`config.mk`:
```
export PLATFORM = sky130hd
export DESIGN_NAME = calc_operand_stack_flat
export DESIGN_NICKNAME = d
export VERILOG_FILES = /design/src/rtl/calc_pkg.sv /design/src/rtl/calc_operand_stack_if.sv /design/src/rtl/calc_lifo.sv /design/src/rtl/calc_operand_stack.sv /design/src/flat_wrapper.sv
export SDC_FILE = /design/constraint.sdc
export NUM_CORES = 1
export LEC_CHECK = 0
export BUFFER_PORTS_ARGS = -buffer_cell sky130_fd_sc_hd__buf_2
export CORE_MARGIN = 2
export CORE_UTILIZATION = 37
export DETAILED_ROUTE_END_ITERATION = 8
export GPL_ROUTABILITY_DRIVEN = 1
export GPL_TIMING_DRIVEN = 0
export PLACE_DENSITY = 0.61
export SLEW_MARGIN = 40
export SYNTH_ARGS = -nofsm -noshare
export SYNTH_HDL_FRONTEND = slang
export SYNTH_SLANG_ARGS = --single-unit
```
`constraint.sdc`:
```
create_clock -name clock -period 1.8 [get_ports clock]
set_clock_uncertainty 0.2 [all_clocks]
set_input_delay 0.27 -clock clock [delete_from_list [all_inputs] [get_ports clock]]
set_output_delay 0.27 -clock clock [all_outputs]
set_load 0.02 [all_outputs]
```
`src/rtl/calc_pkg.sv`:
```
// calc_pkg: shared types for the hex calculator operand store.
//   state_t   - entry FSM states
//   OP_*      - operator encodings carried on opcode/op_reg
//   event_t   - one-event-per-cycle encoding, with the priority decoder
package calc_pkg;

    typedef enum logic [1:0] {
        IDLE,
        ENTRY,
        RESULT
    } state_t;

    localparam logic [1:0] OP_ADD = 2'd0;
    localparam logic [1:0] OP_SUB = 2'd1;
    localparam logic [1:0] OP_MUL = 2'd2;
    localparam logic [1:0] OP_AND = 2'd3;

    typedef enum logic [2:0] {
        EV_NONE,
        EV_HEX,
        EV_BKSP,
        EV_OP,
        EV_EQ,
        EV_CLR
    } event_t;

    // clr > eq > newop > bksp > newhex; everything else that cycle is dropped
    function automatic event_t decode_event(input logic clr, input logic eq,
                                            input logic newop, input logic bksp,
                                            input logic newhex);
        if (clr)         return EV_CLR;
        else if (eq)     return EV_EQ;
        else if (newop)  return EV_OP;
        else if (bksp)   return EV_BKSP;
        else if (newhex) return EV_HEX;
        else             return EV_NONE;
    endfunction

endpackage

```
`src/rtl/calc_operand_stack_if.sv`:
```
// calc_operand_stack_if: keypad events, arithmetic result and operand outputs.
//   master - keypad/arithmetic side: drives events and ans, reads operands
//   slave  - operand store: reads events and ans, drives operands and flags
interface calc_operand_stack_if #(
    parameter int DIGITS = 4,
    parameter int DEPTH  = 4
);
    localparam int W   = 4 * DIGITS;
    localparam int DCW = $clog2(DIGITS + 1);
    localparam int SCW = $clog2(DEPTH + 1);

    logic           newhex;
    logic [3:0]     hexcode;
    logic           newop;
    logic [1:0]     opcode;
    logic           eq;
    logic           bksp;
    logic           clr;
    logic [W-1:0]   ans;
    logic [W-1:0]   x_reg;
    logic [W-1:0]   y_reg;
    logic [1:0]     op_reg;
    logic [DCW-1:0] digit_cnt;
    logic           entry_full;
    logic [SCW-1:0] stack_cnt;
    logic           stack_ovf;
    logic           stack_unf;

    modport master (
        output newhex, hexcode, newop, opcode, eq, bksp, clr, ans,
        input  x_reg, y_reg, op_reg, digit_cnt, entry_full, stack_cnt,
               stack_ovf, stack_unf
    );

    modport slave (
        input  newhex, hexcode, newop, opcode, eq, bksp, clr, ans,
        output x_reg, y_reg, op_reg, digit_cnt, entry_full, stack_cnt,
               stack_ovf, stack_unf
    );
endinterface

```
`src/rtl/calc_lifo.sv`:
```
// calc_lifo: DEPTH-entry shift-register LIFO, mem[0] is the top.
//   push/pop/clear - single-cycle controls (push and pop never together)
//   din/top        - data in / current top (0 when empty)
//   count/full/empty, push_drop - occupancy; push_drop flags a push on full
module calc_lifo #(
    parameter int WIDTH = 16,
    parameter int DEPTH = 4,
    localparam int CW   = $clog2(DEPTH + 1)
) (
    input  logic             clock,
    input  logic             reset,
    input  logic             push,
    input  logic             pop,
    input  logic             clear,
    input  logic [WIDTH-1:0] din,
    output logic [WIDTH-1:0] top,
    output logic [CW-1:0]    count,
    output logic             full,
    output logic             empty,
    output logic             push_drop
);
    logic [WIDTH-1:0] mem [DEPTH];

    assign full      = (count == CW'(DEPTH));
    assign empty     = (count == '0);
    assign push_drop = push && full;
    // Vacated slots are zero-filled, so mem[0] already reads 0 when empty
    assign top       = mem[0];

    always_ff @(posedge clock or negedge reset) begin
        if (!reset) begin
            for (int unsigned i = 0; i < DEPTH; i++) mem[i] <= '0;
            count <= '0;
        end else if (clear) begin
            for (int unsigned i = 0; i < DEPTH; i++) mem[i] <= '0;
            count <= '0;
        end else if (push) begin
            for (int unsigned i = DEPTH - 1; i > 0; i--) mem[i] <= mem[i-1];
            mem[0] <= din;
            if (!full) count <= count + 1'b1;
        end else if (pop && !empty) begin
            for (int unsigned i = 0; i + 1 < DEPTH; i++) mem[i] <= mem[i+1];
            mem[DEPTH-1] <= '0;
            count <= count - 1'b1;
        end
    end
endmodule

```
`src/rtl/calc_operand_stack.sv`:
```
// calc_operand_stack: hex entry register X, operand LIFO (top = Y), pending
// operator and entry FSM for the hex calculator.
//   clock, reset - rising-edge clock, async active-low reset
//   bus (slave)  - keypad events and ans in; x/y/op, digit/stack counts,
//                  entry_full and sticky overflow/underflow flags out
module calc_operand_stack
    import calc_pkg::*;
#(
    parameter int DIGITS = 4,
    parameter int DEPTH  = 4
) (
    input  logic                 clock,
    input  logic                 reset,
    calc_operand_stack_if.slave  bus
);
    localparam int W   = 4 * DIGITS;
    localparam int DCW = $clog2(DIGITS + 1);
    localparam int SCW = $clog2(DEPTH + 1);

    state_t         state;
    event_t         ev;
    logic [W-1:0]   x_q;
    logic [1:0]     op_q;
    logic [DCW-1:0] dcnt_q;
    logic           ovf_q;
    logic           unf_q;
    logic           entry_full;

    logic           push, pop, clear;
    logic [W-1:0]   top;
    logic [SCW-1:0] count;
    logic           full, empty, push_drop;

    assign ev         = decode_event(bus.clr, bus.eq, bus.newop, bus.bksp, bus.newhex);
    assign entry_full = (dcnt_q == DCW'(DIGITS));

    assign push  = (ev == EV_OP);
    assign pop   = (ev == EV_EQ) && !empty;
    assign clear = (ev == EV_CLR) && (state != ENTRY);

    calc_lifo #(.WIDTH(W), .DEPTH(DEPTH)) u_lifo (
        .clock     (clock),
        .reset     (reset),
        .push      (push),
        .pop       (pop),
        .clear     (clear),
        .din       (x_q),
        .top       (top),
        .count     (count),
        .full      (full),
        .empty     (empty),
        .push_drop (push_drop)
    );

    always_ff @(posedge clock or negedge reset) begin
        if (!reset) begin
            state  <= IDLE;
            x_q    <= '0;
            op_q   <= '0;
            dcnt_q <= '0;
            ovf_q  <= 1'b0;
            unf_q  <= 1'b0;
        end else begin
            case (ev)
                EV_CLR: begin
                    x_q    <= '0;
                    dcnt_q <= '0;
                    state  <= IDLE;
                    // Outside ENTRY this is all-clear; the LIFO clears alongside
                    if (state != ENTRY) begin
                        op_q  <= '0;
                        ovf_q <= 1'b0;
                        unf_q <= 1'b0;
                    end
                end
                EV_EQ: begin
                    dcnt_q <= '0;
                    state  <= RESULT;
                    if (!empty) x_q   <= bus.ans;
                    else        unf_q <= 1'b1;
                end
                EV_OP: begin
                    op_q   <= bus.opcode;
                    dcnt_q <= '0;
                    state  <= RESULT;
                    if (push_drop) ovf_q <= 1'b1;
                end
                EV_BKSP: begin
                    if (state == ENTRY) begin
                        x_q    <= x_q >> 4;
                        dcnt_q <= dcnt_q - 1'b1;
                        if (dcnt_q == DCW'(1)) state <= IDLE;
                    end
                end
                EV_HEX: begin
                    if (state != ENTRY) begin
                        x_q    <= W'(bus.hexcode);
                        dcnt_q <= DCW'(1);
                        state  <= ENTRY;
                    end else if (!entry_full) begin
                        x_q    <= {x_q[W-5:0], bus.hexcode};
                        dcnt_q <= dcnt_q + 1'b1;
                    end
                end
                default: ;
            endcase
        end
    end

    assign bus.x_reg      = x_q;
    assign bus.y_reg      = top;
    assign bus.op_reg     = op_q;
    assign bus.digit_cnt  = dcnt_q;
    assign bus.entry_full = entry_full;
    assign bus.stack_cnt  = count;
    assign bus.stack_ovf  = ovf_q;
    assign bus.stack_unf  = unf_q;
endmodule

```
`src/flat_wrapper.sv`:
```
// flat-port wrapper written by rule: the top's interface ports become plain ports
module calc_operand_stack_flat import calc_pkg::*;
#(
    parameter int DIGITS = 4,
    parameter int DEPTH  = 4
)
  (clock, reset, bus_newhex, bus_hexcode, bus_newop, bus_opcode, bus_eq, bus_bksp, bus_clr, bus_ans, bus_x_reg, bus_y_reg, bus_op_reg, bus_digit_cnt, bus_entry_full, bus_stack_cnt, bus_stack_ovf, bus_stack_unf);
  calc_operand_stack_if #(.DIGITS(DIGITS), .DEPTH(DEPTH)) bus_i ();
  input  logic clock;
  input  logic reset;
  input wire logic [$bits(bus_i.newhex)-1:0] bus_newhex;
  input wire logic [$bits(bus_i.hexcode)-1:0] bus_hexcode;
  input wire logic [$bits(bus_i.newop)-1:0] bus_newop;
  input wire logic [$bits(bus_i.opcode)-1:0] bus_opcode;
  input wire logic [$bits(bus_i.eq)-1:0] bus_eq;
  input wire logic [$bits(bus_i.bksp)-1:0] bus_bksp;
  input wire logic [$bits(bus_i.clr)-1:0] bus_clr;
  input wire logic [$bits(bus_i.ans)-1:0] bus_ans;
  output wire logic [$bits(bus_i.x_reg)-1:0] bus_x_reg;
  output wire logic [$bits(bus_i.y_reg)-1:0] bus_y_reg;
  output wire logic [$bits(bus_i.op_reg)-1:0] bus_op_reg;
  output wire logic [$bits(bus_i.digit_cnt)-1:0] bus_digit_cnt;
  output wire logic [$bits(bus_i.entry_full)-1:0] bus_entry_full;
  output wire logic [$bits(bus_i.stack_cnt)-1:0] bus_stack_cnt;
  output wire logic [$bits(bus_i.stack_ovf)-1:0] bus_stack_ovf;
  output wire logic [$bits(bus_i.stack_unf)-1:0] bus_stack_unf;
  assign bus_i.newhex = bus_newhex;
  assign bus_i.hexcode = bus_hexcode;
  assign bus_i.newop = bus_newop;
  assign bus_i.opcode = bus_opcode;
  assign bus_i.eq = bus_eq;
  assign bus_i.bksp = bus_bksp;
  assign bus_i.clr = bus_clr;
  assign bus_i.ans = bus_ans;
  assign bus_x_reg = bus_i.x_reg;
  assign bus_y_reg = bus_i.y_reg;
  assign bus_op_reg = bus_i.op_reg;
  assign bus_digit_cnt = bus_i.digit_cnt;
  assign bus_entry_full = bus_i.entry_full;
  assign bus_stack_cnt = bus_i.stack_cnt;
  assign bus_stack_ovf = bus_i.stack_ovf;
  assign bus_stack_unf = bus_i.stack_unf;
  calc_operand_stack #(.DIGITS(DIGITS), .DEPTH(DEPTH)) u_core (.clock(clock), .reset(reset), .bus(bus_i));
endmodule
```
Word-level counts from Yosys, hierarchy flattened
Index checks and enable logic that the tools add are counted.

Input port bits: 29. Register bits after elaboration: 92.

Add/subtract/negate cells: 4. Multiplexer cells: 32. Reductions and logical operators: 21. Eq/ne operators: 19.

Operators by type and width (count): 64-bit 2-to-1 mux (3); 16-bit 2-to-1 mux (4); 16-bit case mux with 4 select lines (1); 3-bit 2-to-1 mux (11); 3-bit equality test, second input constant (4); 2-bit by 1-bit inequality test with 1-bit output, second input constant (6); 3-bit case mux with 3 select lines (1); 3-bit AND reduction (3); 2-bit 2-to-1 mux (4); 2-bit case mux with 4 select lines (1); 4-bit AND reduction (2); 4-bit nonzero test (2); 3-bit by 1-bit adder with 3-bit output, second input constant (2); 3-bit by 1-bit equality test with 1-bit output, second input constant (2); 3-bit by 2-bit equality test with 1-bit output, second input constant (2); 3-bit by 2-bit inequality test with 1-bit output, second input constant (2); 3-bit nonzero test (2); 3-bit by 1-bit subtractor with 3-bit output, second input constant (2); 1-bit logical AND (4); 1-bit 2-to-1 mux (4); 2-bit inequality test, second input constant (2); 1-bit case mux with 2 select lines (2); 2-bit case mux with 2 select lines (1); 2-bit AND reduction (2); other kinds (6) (7).

Depth between registers and ports, before layout
Gate-level depths: netlist (run 1).

Word-level depth: 11. Gate-level depth with buffers: 9. Depth with buffers taken out: 6.

Cells and area by module
From an unflattened synthesis (run 1), not the netlist that was laid out.

Cells, all modules: 380. Area total of the unflattened synthesis: 4543.1 um^2.

Modules (own cells, without submodules): calc_lifo (cells each 245, area an instance 3080.5 um^2, times used 1, seq. area each 1676.6 um^2); calc_operand_stack (cells each 135, area an instance 1462.7 um^2, times used 1, seq. area each 625.6 um^2).

Least setup slack after synthesis (run 1)
No wires, ideal clock.

Path kind: register to register. From: reg u_core.dcnt_q[0] (netlist: u_core.bus.digit_cnt[0]). To: reg u_core.x_q[10] (netlist: u_core.bus.x_reg[10]). Arrival time: 1.890 ns. Path slack: -0.415 ns. Cell stages (with the launch flop): 9. Buffers on the path: 2. Setup time: 0.125 ns. Path through: dfrtp_1 -> inv_1 -> ha_1 -> and2_1 -> nand3_1 -> o311a_1 -> buf_6 -> buf_12 -> mux2_4.

Word-level cells in the longest chain between the ends: 3.

RTL lines: from (decl) (line calc_operand_stack.sv:24) `logic [DCW-1:0] dcnt_q;`; from (signal assigned) (line calc_operand_stack.sv:91) `dcnt_q <= dcnt_q - 1'b1;`; from (signal assigned) (line calc_operand_stack.sv:102) `dcnt_q <= dcnt_q + 1'b1;`; 3-bit equality test (line calc_operand_stack.sv:35) `assign entry_full = (dcnt_q == DCW'(DIGITS));`; named net bus_entry_full (line flat_wrapper.sv:23) `output wire logic [$bits(bus_i.entry_full)-1:0] bus_entry_full;`; 3-bit by 2-bit inequality test with 1-bit output (no line); 4-bit AND reduction (no line); to (signal assigned) (line calc_operand_stack.sv:79) `if (!empty) x_q <= bus.ans;`; to (signal assigned) (line calc_operand_stack.sv:90) `x_q <= x_q >> 4;`; to (signal assigned) (line calc_operand_stack.sv:97) `x_q <= W'(bus.hexcode);`; to (decl) (line calc_operand_stack.sv:22) `logic [W-1:0] x_q;`.

The timed path passes the listed nets, and every way through them passes these cells. A chain may end at the register's enable or synchronous reset.

Final worst setup path (run 1)
From: reg u_core.u_lifo.count[1]. To: reg u_core.u_lifo.mem[35] in the netlist's numbering.

Word-level cells in the longest chain between the ends: 5.

RTL lines: from (decl) (line calc_lifo.sv:17) `output logic [CW-1:0] count,`; from (signal assigned) (line calc_lifo.sv:40) `if (!full) count <= count + 1'b1;`; from (signal assigned) (line calc_lifo.sv:44) `count <= count - 1'b1;`; 3-bit zero test * (line calc_lifo.sv:25) `assign empty = (count == '0);`; 1-bit zero test * (line calc_lifo.sv:41, calc_operand_stack.sv:38); 1-bit logical AND (line calc_operand_stack.sv:38) `assign pop = (ev == EV_EQ) && !empty;`; 1-bit logical AND * (line calc_lifo.sv:41) `end else if (pop && !empty) begin`; 3-bit nonzero test (no line) *; to (decl) (line calc_lifo.sv:22) `logic [WIDTH-1:0] mem [DEPTH];`.

Mark *: on every way between the ends. The rest lies on a longest branch, timed or not.

==> flow_metrics.tcl, run 1 <==
set metrics [dict create \
    maxSlewHeadroom_pct 58.4 \
    post-place-ws_ns -0.506 \
    ys_seq_area_share_pct 48.4 \
    start_util_pct 37.8 \
    via_per_inst 5.25 \
    antenna_left 0 \
    r2r_cells 8 \
    grt_usage_pct 18.2 \
    cts_tree "yes" \
    crit_arrival_ns 1.98 \
    synth_most_common_cell "dfrtp_1" \
    wl_per_cell_microns 17.8 \
    pin_count 72 \
    fin_setup_tns_ns -6.12 \
    syn_area_sq_um 4750 \
    design_area_sq_um 6200 \
    tightest_slew_ns 0.625 \
    die_area_sq_um 13800 \
    worstSetupEndpointType "flip-flop" \
    largest_reg_flops 48 \
    grt.busiest_layer "met2" \
    dpl_cell_area_sq_um 5380 \
    cp_slowest_cell "dfrtp_2" \
    grt_overflow 0 \
    hp-class "input pin to flip-flop" \
    ys_types 46 \
    dr_total_vias 3838 \
    grt_pass1_wl_microns 20000 \
    synthTopCellsByArea "dfrtp_1, mux2i_1, o21ai_0, a21oi_1, a22o_1" \
    synth_commonest_cells "dfrtp_1, o21ai_0, a21oi_1, mux2i_1, a22o_1" \
    hpwl_microns 8690 \
    core_sq_um 12600 \
    crit_type "flip-flop to flip-flop" \
    r2r_start "u_core.u_lifo.count[1]" \
    grt_pass1_vias 3816 \
    max_freq_mhz 511 \
    min_from "bus_ans[11]" \
    outcome "complete, but fails checks" \
    synth_flop_cell "dfrtp_1" \
    post-route-period-util_pct 109 \
    hold_path_end "u_core.bus.x_reg[11]" \
    rsz0062_at_grt "yes" \
    rows 41 \
    fp.dieW_microns 117 \
    drc_errors 0 \
    utilization_pct 49.3 \
    max_stage_delay_ns 0.41 \
    seq_area_sq_um 2310 \
    synth_edf_count 0 \
    async_reset_ff_share_pct 100 \
    grt_max_degree 61 \
    synth_cells 437 \
    n_fill_cell 1161 \
    crit_fanout 7 \
    met3_usage_pct 3.65 \
    drt_iter0_markers 140 \
    met2_usage_pct 28.9 \
    syn-num-nets 471 \
    grt_antenna_before_repair 0 \
    worstHoldPathCells 4 \
    max_cap_viol_count 0 \
    gp_congestion 0.839 \
    drt_pre_antenna_iters 4 \
    grtUsageMet1_pct 24.3 \
    cp_cell_sequence "buf_6 > nor3_4 > and2b_1 > buf_8 > buf_12 > buf_12 > mux2i_1 > a21oi_1" \
    slew_viol_final 0 \
    violations "negative setup slack" \
    period_needed_ns 1.96 \
    rrSetupSlack_ns -0.16 \
    synth_top_area_share_pct 48.4 \
    final_nets 590 \
    synth.avg_cell_area_sq_um 10.9 \
    finalSetupViolations 74 \
    reg2reg_to "u_core.u_lifo.mem[35]" \
    htreeDepth 3 \
    irDropWorstVdd_mv 0.536 \
    power_density_nw_per_um2 1020 \
    clock-root-buffer "clkbuf_16" \
    num_antenna_cells 0 \
    synth.largest_area_cell "dfrtp_1" \
    crit_required_ns 1.82 \
    clock-sinks 92 \
    clock_latency_ns 0.34 \
    clk_path_buf_depth 2 \
    yosys_warnings 0 \
    clk_pin_slew_ns 0.06 \
    hold_viol_final 0 \
    cellLeakagePower_nw 2.82 \
    fp.dieH_microns 117 \
    setup_ws_ns -0.158 \
    cts_inserted_buffers 9 \
    drive_gt1_share_pct 35.6 \
    multiInputGateArea_sq_um 2150 \
    power.total_mw 6.31 \
    port_buffers 68 \
    syn_to_final_growth_pct 30.4 \
    crit_top_cell "buf_12" \
    ys_ff_latch 92 \
    routed_wl_microns 13000 \
    worstSetupStartpointType "flip-flop" \
]
==> per-stage QoR <==
stage / instances / hold slack, ns
6_report: 731 / 0.0610
5_1_grt: 731 / 0.0771
4_1_cts: 711 / 0.0590
3_5_place_dp: 678 / -0.0275
3_3_place_gp: 677 / 0.283
2_1_floorplan: 437 / -0.226
==> power by group <==
| group | switching (mW) | total, mW | internal [mW] |
|---|---|---|---|
| clock network | 0.761 | 1.82 | 1.06 |
| registers | 0.204 | 2.46 | 2.26 |
| logic | 0.978 | 2.03 | 1.06 |
==> cells by family after synthesis <==
| group | after synthesis | synth area share [%] |
|---|---|---|
| compound gates | 168 | 21.4 |
| xor+xnor | 2 | 0.369 |
| fa+ha+maj | 5 | 1.47 |
| buf+inv | 59 | 7.87 |
| flops | 92 | 48.4 |
| mux | 66 | 15.1 |
| simple gates | 45 | 5.32 |
==> area by class of cell <==
| type | count | share of cell area (%) |
|---|---|---|
| Clock buffer | 11 | 3.76 |
| Timing Repair Buffer | 108 | 12.8 |
| Clock inverter | 3 | 0.646 |
| Inverter | 6 | 0.404 |
| Multi-Input combinational cell | 286 | 34.7 |
| Tap cell | 172 | 3.47 |
| Buffer | 53 | 6.90 |
| Sequential cell | 92 | 37.3 |
==> worst max path at each step <==
stage,endpoint,startpoint
3_3_place_gp,u_core.bus.digit_cnt[1],reset
6_report,u_core.u_lifo.mem[35],u_core.u_lifo.count[1]
2_1_floorplan,u_core.bus.x_reg[10],u_core.u_lifo.count[2]
3_5_place_dp,u_core.u_lifo.count[1],bus_clr
4_1_cts,u_core.bus.x_reg[14],u_core.u_lifo.count[0]
5_1_grt,u_core.u_lifo.mem[35],u_core.u_lifo.count[1]
==> per-layer routing <==
metal	vias up	part of all wire (%)
li1	1816	-
met1	1890	45
met2	109	48
met3	23	4.8
met4	0	2.3
met5	-	0
==> timing repair <==
action	4_1_cts	5_1_grt
endpoints found under the hold margin	94	0
pin swaps	4	45
setup buffers	14	17
endpoints found under the setup margin	85	86
gates resized for setup	12	40
cloned	2	3
hold buffers	3	0
==> layout by cell type (no fill, tap or decap), drive strengths merged, types with 4 or more instances in the layout <==
cell,count
a22o,27
mux2,16
a21oi,53
o21ai,64
ha,4
nand2,21
buf,135
inv,6
clkbuf,34
o31ai,4
a22oi,8
dfrtp,92
mux2i,50
==> critical path, delay by kind of cell (launching register included) <==
family / cells / cell delay, ns
flops: 1 / 0.41
mux: 1 / 0.18
buf+inv: 4 / 0.56
compound gates: 1 / 0.10
simple gates: 2 / 0.39
Note: power is estimated with default switching activity, not from simulation.
==> run 2, diff against run 1 <==
- PLACE_DENSITY: 0.61 -> 0.59
- clock period: 1.8 -> 2.05 ns (I/O delays scaled with it)
==> run 2 against run 1 <==
Net effect: the flow now finishes without violations; sequential power decreased by 11%; sequential share of layout area increased by 3.0 points; non-clock buffer count decreased by 32.
==> flow_metrics.tcl, run 2 (synthesized netlist as in run 1, its figures left out) <==
set metrics [dict create \
    die_area_sq_um 13800 \
    routed_wl_microns 12600 \
    port_buffers 68 \
    start_util_pct 37.8 \
    intPower_mw 3.45 \
    clock-root-buffer "clkbuf_16" \
    drt_pre_antenna_iters 5 \
    clk_pin_slew_ns 0.07 \
    whs_ns 0.0851 \
    critical_path.top_delay_family "compound AO/OA/AOI/OAI gates" \
    cp_num_cells 5 \
    gp_congestion 0.859 \
    finalSetupViolations 0 \
    irDropWorstVdd_mv 0.404 \
    crit_type "flip-flop to flip-flop" \
    core_sq_um 12600 \
    mostFrequentLayoutCell "dfrtp_1" \
    slew_viol_final 0 \
    most-common-layout-cells "dfrtp_1, buf_2, o21ai_0, a21oi_1, mux2i_1" \
    dr_total_vias 3697 \
    outcome "complete, no violations" \
    cp-startpoint "u_core.u_lifo.count[2]" \
    cp_slowest_cell "dfrtp_2" \
    num_antenna_cells 0 \
    r2r_start "u_core.u_lifo.count[2]" \
    syn_to_final_growth_pct 20.5 \
    cts_tree "yes" \
    largest_reg_flops 48 \
    grt_pass1_vias 3839 \
    htreeDepth 3 \
    fp.dieH_microns 117 \
    max_stage_delay_ns 0.45 \
    grt_antenna_before_repair 0 \
    reg2reg_to "u_core.bus.x_reg[15]" \
    fp.dieW_microns 117 \
    drive_gt1_share_pct 29.3 \
    wl_per_cell_microns 18.0 \
    crit_fanout 10 \
    p_sw_mw 1.69 \
    worstSetupEndpointType "flip-flop" \
    rrSetupSlack_ns 0.04 \
    final_nets 558 \
    crit_end "u_core.bus.x_reg[15]" \
    maxSlewHeadroom_pct 60.6 \
    period_needed_ns 2.01 \
    crit_arrival_ns 2.05 \
    antenna_left 0 \
    p_comb_share_pct 26.0 \
    worstSetupStartpointType "flip-flop" \
    power_density_nw_per_um2 897 \
    hpwl_microns 8860 \
    max_freq_mhz 497 \
    multiInputGateArea_sq_um 2090 \
    drc_errors 0 \
    clock-sinks 92 \
    p_clk_share_pct 31.6 \
    grt_pass1_wl_microns 20400 \
    tightest_slew_ns 0.591 \
    rows 41 \
    clock_latency_ns 0.35 \
    power_frac_seq_pct 42.4 \
    grt_overflow 0 \
    max_cap_viol_count 0 \
    crit_required_ns 2.09 \
    via_per_inst 5.27 \
    utilization_pct 45.6 \
    post-route-period-util_pct 98.2 \
    hold_viol_final 0 \
    drt_iter0_markers 161 \
    cellLeakagePower_nw 2.60 \
    cts_inserted_buffers 9 \
    grt_max_degree 76 \
    power.share.switching_pct 32.8 \
    clk_path_buf_depth 2 \
    hp-class "input pin to flip-flop" \
    cp_cell_sequence "o31a_1 > o311a_1 > buf_6 > buf_12 > mux2_4" \
    rsz0062_at_grt "yes" \
    pin_count 72 \
    grt_usage_pct 18.6 \
    seq_area_sq_um 2310 \
    critical_path_buf_inv_count 2 \
    r2r_cells 5 \
    n_fill_cell 1207 \
]
run 2: metrics by stage:
step / TNS (ns) / total power, mW / setup WS, ns / area (sq um) / std cells
after detailed placement: -3.92 / 3.49 / -0.311 / 5360 / 678
after CTS: 0 / 5.14 / 0.0174 / 5710 / 701
final: 0 / 5.14 / 0.0362 / 5730 / 701
after floorplan: 0 / 3.06 / 0.0125 / 4770 / 437
after global placement: -43.53 / 3.45 / -0.618 / 5330 / 677
after global routing: -0.0846 / 5.37 / -0.0161 / 5730 / 701
run 2: worst min path at each step:
stage                                    endpoint  depth (start not counted)                 start  slack (ns)
after floorplan           u_core.bus.digit_cnt[0]                          0                 reset       -0.19
after detailed placement     u_core.bus.x_reg[15]                          1                 reset       -0.06
after global placement       u_core.u_lifo.mem[6]                          1  u_core.u_lifo.mem[6]        0.28
after global routing              u_core.state[1]                          3                bus_eq        0.11
after CTS                         u_core.state[1]                          3                bus_eq        0.08
final                             u_core.state[1]                          3                bus_eq        0.09
run 2: repair_timing:
item                                    4_1_cts  5_1_grt
resized for setup                             0       12
setup buffers                                 4        0
endpoints found under the setup margin       20       25
hold endpoints to repair                     94        0
pin swaps                                     1        2
hold buffers                                  3        0
run 2: cell type report:
| cell class | instances | area share (%) |
|---|---|---|
| Inverter | 6 | 0.393 |
| Sequential cell | 92 | 40.3 |
| Tap cell | 172 | 3.76 |
| Clock inverter | 6 | 0.808 |
| Buffer | 53 | 6.40 |
| Clock buffer | 10 | 4.17 |
| Multi-Input combinational cell | 286 | 36.5 |
| Timing Repair Buffer | 76 | 7.65 |
run 2: routing by layer:
layer / global-route usage [%] / wire, microns
met3: 2.53 / 468
met2: 30.8 / 6140
met4: 8.21 / 200
met1: 24.5 / 5830
met5: 0 / 0
run 2: tightest hold or removal path, cell delays in order:
cell,delay [ns]
buf_6,0.11
nor2_1,0.06
a21oi_1,0.11
run 2: power groups by stage:
stage	Clock (mW)	Sequential [mW]	Combinational, mW
2_1_floorplan	0	2.25	0.815
3_3_place_gp	0	2.20	1.25
3_5_place_dp	0	2.21	1.27
4_1_cts	1.64	2.16	1.33
5_1_grt	1.73	2.20	1.44
6_report	1.62	2.18	1.34
==> run 3, diff against run 2 <==
- MAX_ROUTING_LAYER: default -> met4
- TNS_END_PERCENT: default -> 100
==> run 3 against run 2 <==
Net effect: sequential cell count stayed put; cell area grew 0.55%; clock power hardly changed; power grew 0.26%; critical path depth stayed put; largest cell class unchanged.
==> flow_metrics.tcl, run 3 (synthesized netlist as in run 1, its figures left out) <==
set metrics [dict create \
    dr_total_vias 3680 \
    max_stage_delay_ns 0.46 \
    tightest_slew_ns 0.603 \
    largest_reg_flops 48 \
    slew_viol_final 0 \
    fp.dieH_microns 117 \
    gp_congestion 0.872 \
    outcome "complete, no violations" \
    clk_path_buf_depth 2 \
    critical_path.top_delay_family "compound AO/OA/AOI/OAI gates" \
    antenna_left 0 \
    r2r_start "u_core.u_lifo.count[2]" \
    crit_end "u_core.bus.x_reg[7]" \
    critical_path_buf_inv_count 2 \
    pin_count 72 \
    routed.top_layer "met4" \
    drt_iter0_markers 169 \
    crit_fanout 10 \
    cp_num_cells 5 \
    cp_cell_sequence "o31a_1 > o311a_1 > buf_6 > buf_12 > mux2_4" \
    instances_no_fill 706 \
    clock-root-buffer "clkbuf_16" \
    mostFrequentLayoutCell "dfrtp_1" \
    final_nets 563 \
    utilization_pct 45.8 \
    worstSetupEndpointType "flip-flop" \
    start_util_pct 37.8 \
    wl_per_cell_microns 17.9 \
    hpwl_microns 8860 \
    drive_gt1_share_pct 30.0 \
    hp-class "input pin to flip-flop" \
    core_sq_um 12600 \
    whs_ns 0.0871 \
    via_per_inst 5.21 \
    cts_inserted_buffers 9 \
    cp_slowest_cell "dfrtp_2" \
    dp.cells 678 \
    clk_pin_slew_ns 0.06 \
    route.met2.wl_microns 6100 \
    r2r_cells 5 \
    num_antenna_cells 0 \
    most-common-layout-cells "dfrtp_1, buf_2, o21ai_0, a21oi_1, mux2i_1" \
    grt_pass1_wl_microns 20400 \
    rrSetupSlack_ns 0.04 \
    cts_tree "yes" \
    clock-sinks 92 \
    cellLeakagePower_nw 2.62 \
    fp.dieW_microns 117 \
    grt_pass1_vias 3836 \
    grt_max_degree 76 \
    power.total_mw 5.15 \
    seq_area_sq_um 2310 \
    n_fill_cell 1207 \
    die_area_sq_um 13800 \
    irDropWorstVdd_mv 0.401 \
    wl_met3_microns 459 \
    max_cap_viol_count 0 \
    grt_antenna_before_repair 0 \
    hold_viol_final 0 \
    wl_met1_microns 5870 \
    worstSetupStartpointType "flip-flop" \
    multiInputGateArea_sq_um 2090 \
    maxSlewHeadroom_pct 59.8 \
    routed_wl_microns 12600 \
    rows 41 \
    crit_type "flip-flop to flip-flop" \
    crit_arrival_ns 2.04 \
    period_needed_ns 2.01 \
    crit_required_ns 2.09 \
    syn_to_final_growth_pct 21.2 \
    drc_errors 0 \
    max_freq_mhz 498 \
    cp-startpoint "u_core.u_lifo.count[2]" \
    clock_latency_ns 0.35 \
    reg2reg_to "u_core.bus.x_reg[7]" \
    post-route-period-util_pct 97.9 \
    drt_pre_antenna_iters 5 \
    grt_usage_pct 19.2 \
    power_density_nw_per_um2 895 \
    grt_overflow 0 \
    htreeDepth 3 \
    port_buffers 68 \
    finalSetupViolations 0 \
]
run 3: cell count changes in the layout (fill, tap and decap cells not counted):
cell,before,now
o31ai_2,1,0
inv_1,5,4
buf_4,26,31
clkbuf_8,1,2
o31ai_1,3,4
buf_8,3,2
inv_2,1,2
run 3: per-layer routing:
metal	vias to the layer above	track usage [%]
met1	1803	25.0
met5	-	-
met3	18	3.50
met4	0	6.40
met2	92	30.5
li1	1767	-
run 3: worst min path at each step:
stage                                     from                       to  slack (ns)  cells past startpoint
final                                   bus_eq          u_core.state[1]        0.09                      3
after global routing                    bus_eq          u_core.state[1]        0.11                      3
after CTS                               bus_eq          u_core.state[1]        0.08                      3
after detailed placement                 reset     u_core.bus.x_reg[15]       -0.06                      1
after global placement    u_core.u_lifo.mem[6]     u_core.u_lifo.mem[6]        0.28                      1
after floorplan                          reset  u_core.bus.digit_cnt[0]       -0.19                      0
run 3: layout make-up:
cell class                      instances  share of cell area [%]
Sequential cell                        92                    40.1
Clock buffer                           10                    4.15
Clock inverter                          6                   0.804
Buffer                                 53                    6.34
Tap cell                              172                    3.74
Inverter                                6                   0.391
Timing Repair Buffer                   81                    8.26
Multi-Input combinational cell        286                    36.2
run 3: metrics by stage:
stage          setup TNS [ns]  cell area (sq um)  worst slack, ns
4_1_cts                     0               5710           0.0174
3_5_place_dp            -3.92               5360           -0.311
5_1_grt               -0.0253               5760         -0.00965
2_1_floorplan               0               4770           0.0125
6_report                    0               5760           0.0431
3_3_place_gp           -43.53               5330           -0.618
run 3: worst min-delay path, cell delays in order:
cell and delay [ns]:
buf_6 0.11, nor2_1 0.06, a21oi_1 0.11
run 3: timing repair:
| item | in CTS | in global routing |
|---|---|---|
| hold endpoints to repair | 94 | 0 |
| resized for setup | 0 | 11 |
| pin swaps | 1 | 1 |
| hold buffers | 3 | 0 |
| endpoints found under the setup margin | 20 | 30 |
| setup buffers | 4 | 5 |
run 3: power by group:
part           internal (mW)  total, mW  switching, mW
combinational          0.627       1.36          0.730
sequential              1.98       2.18          0.200
clock                  0.866       1.62          0.751
total                   3.47       5.15           1.68
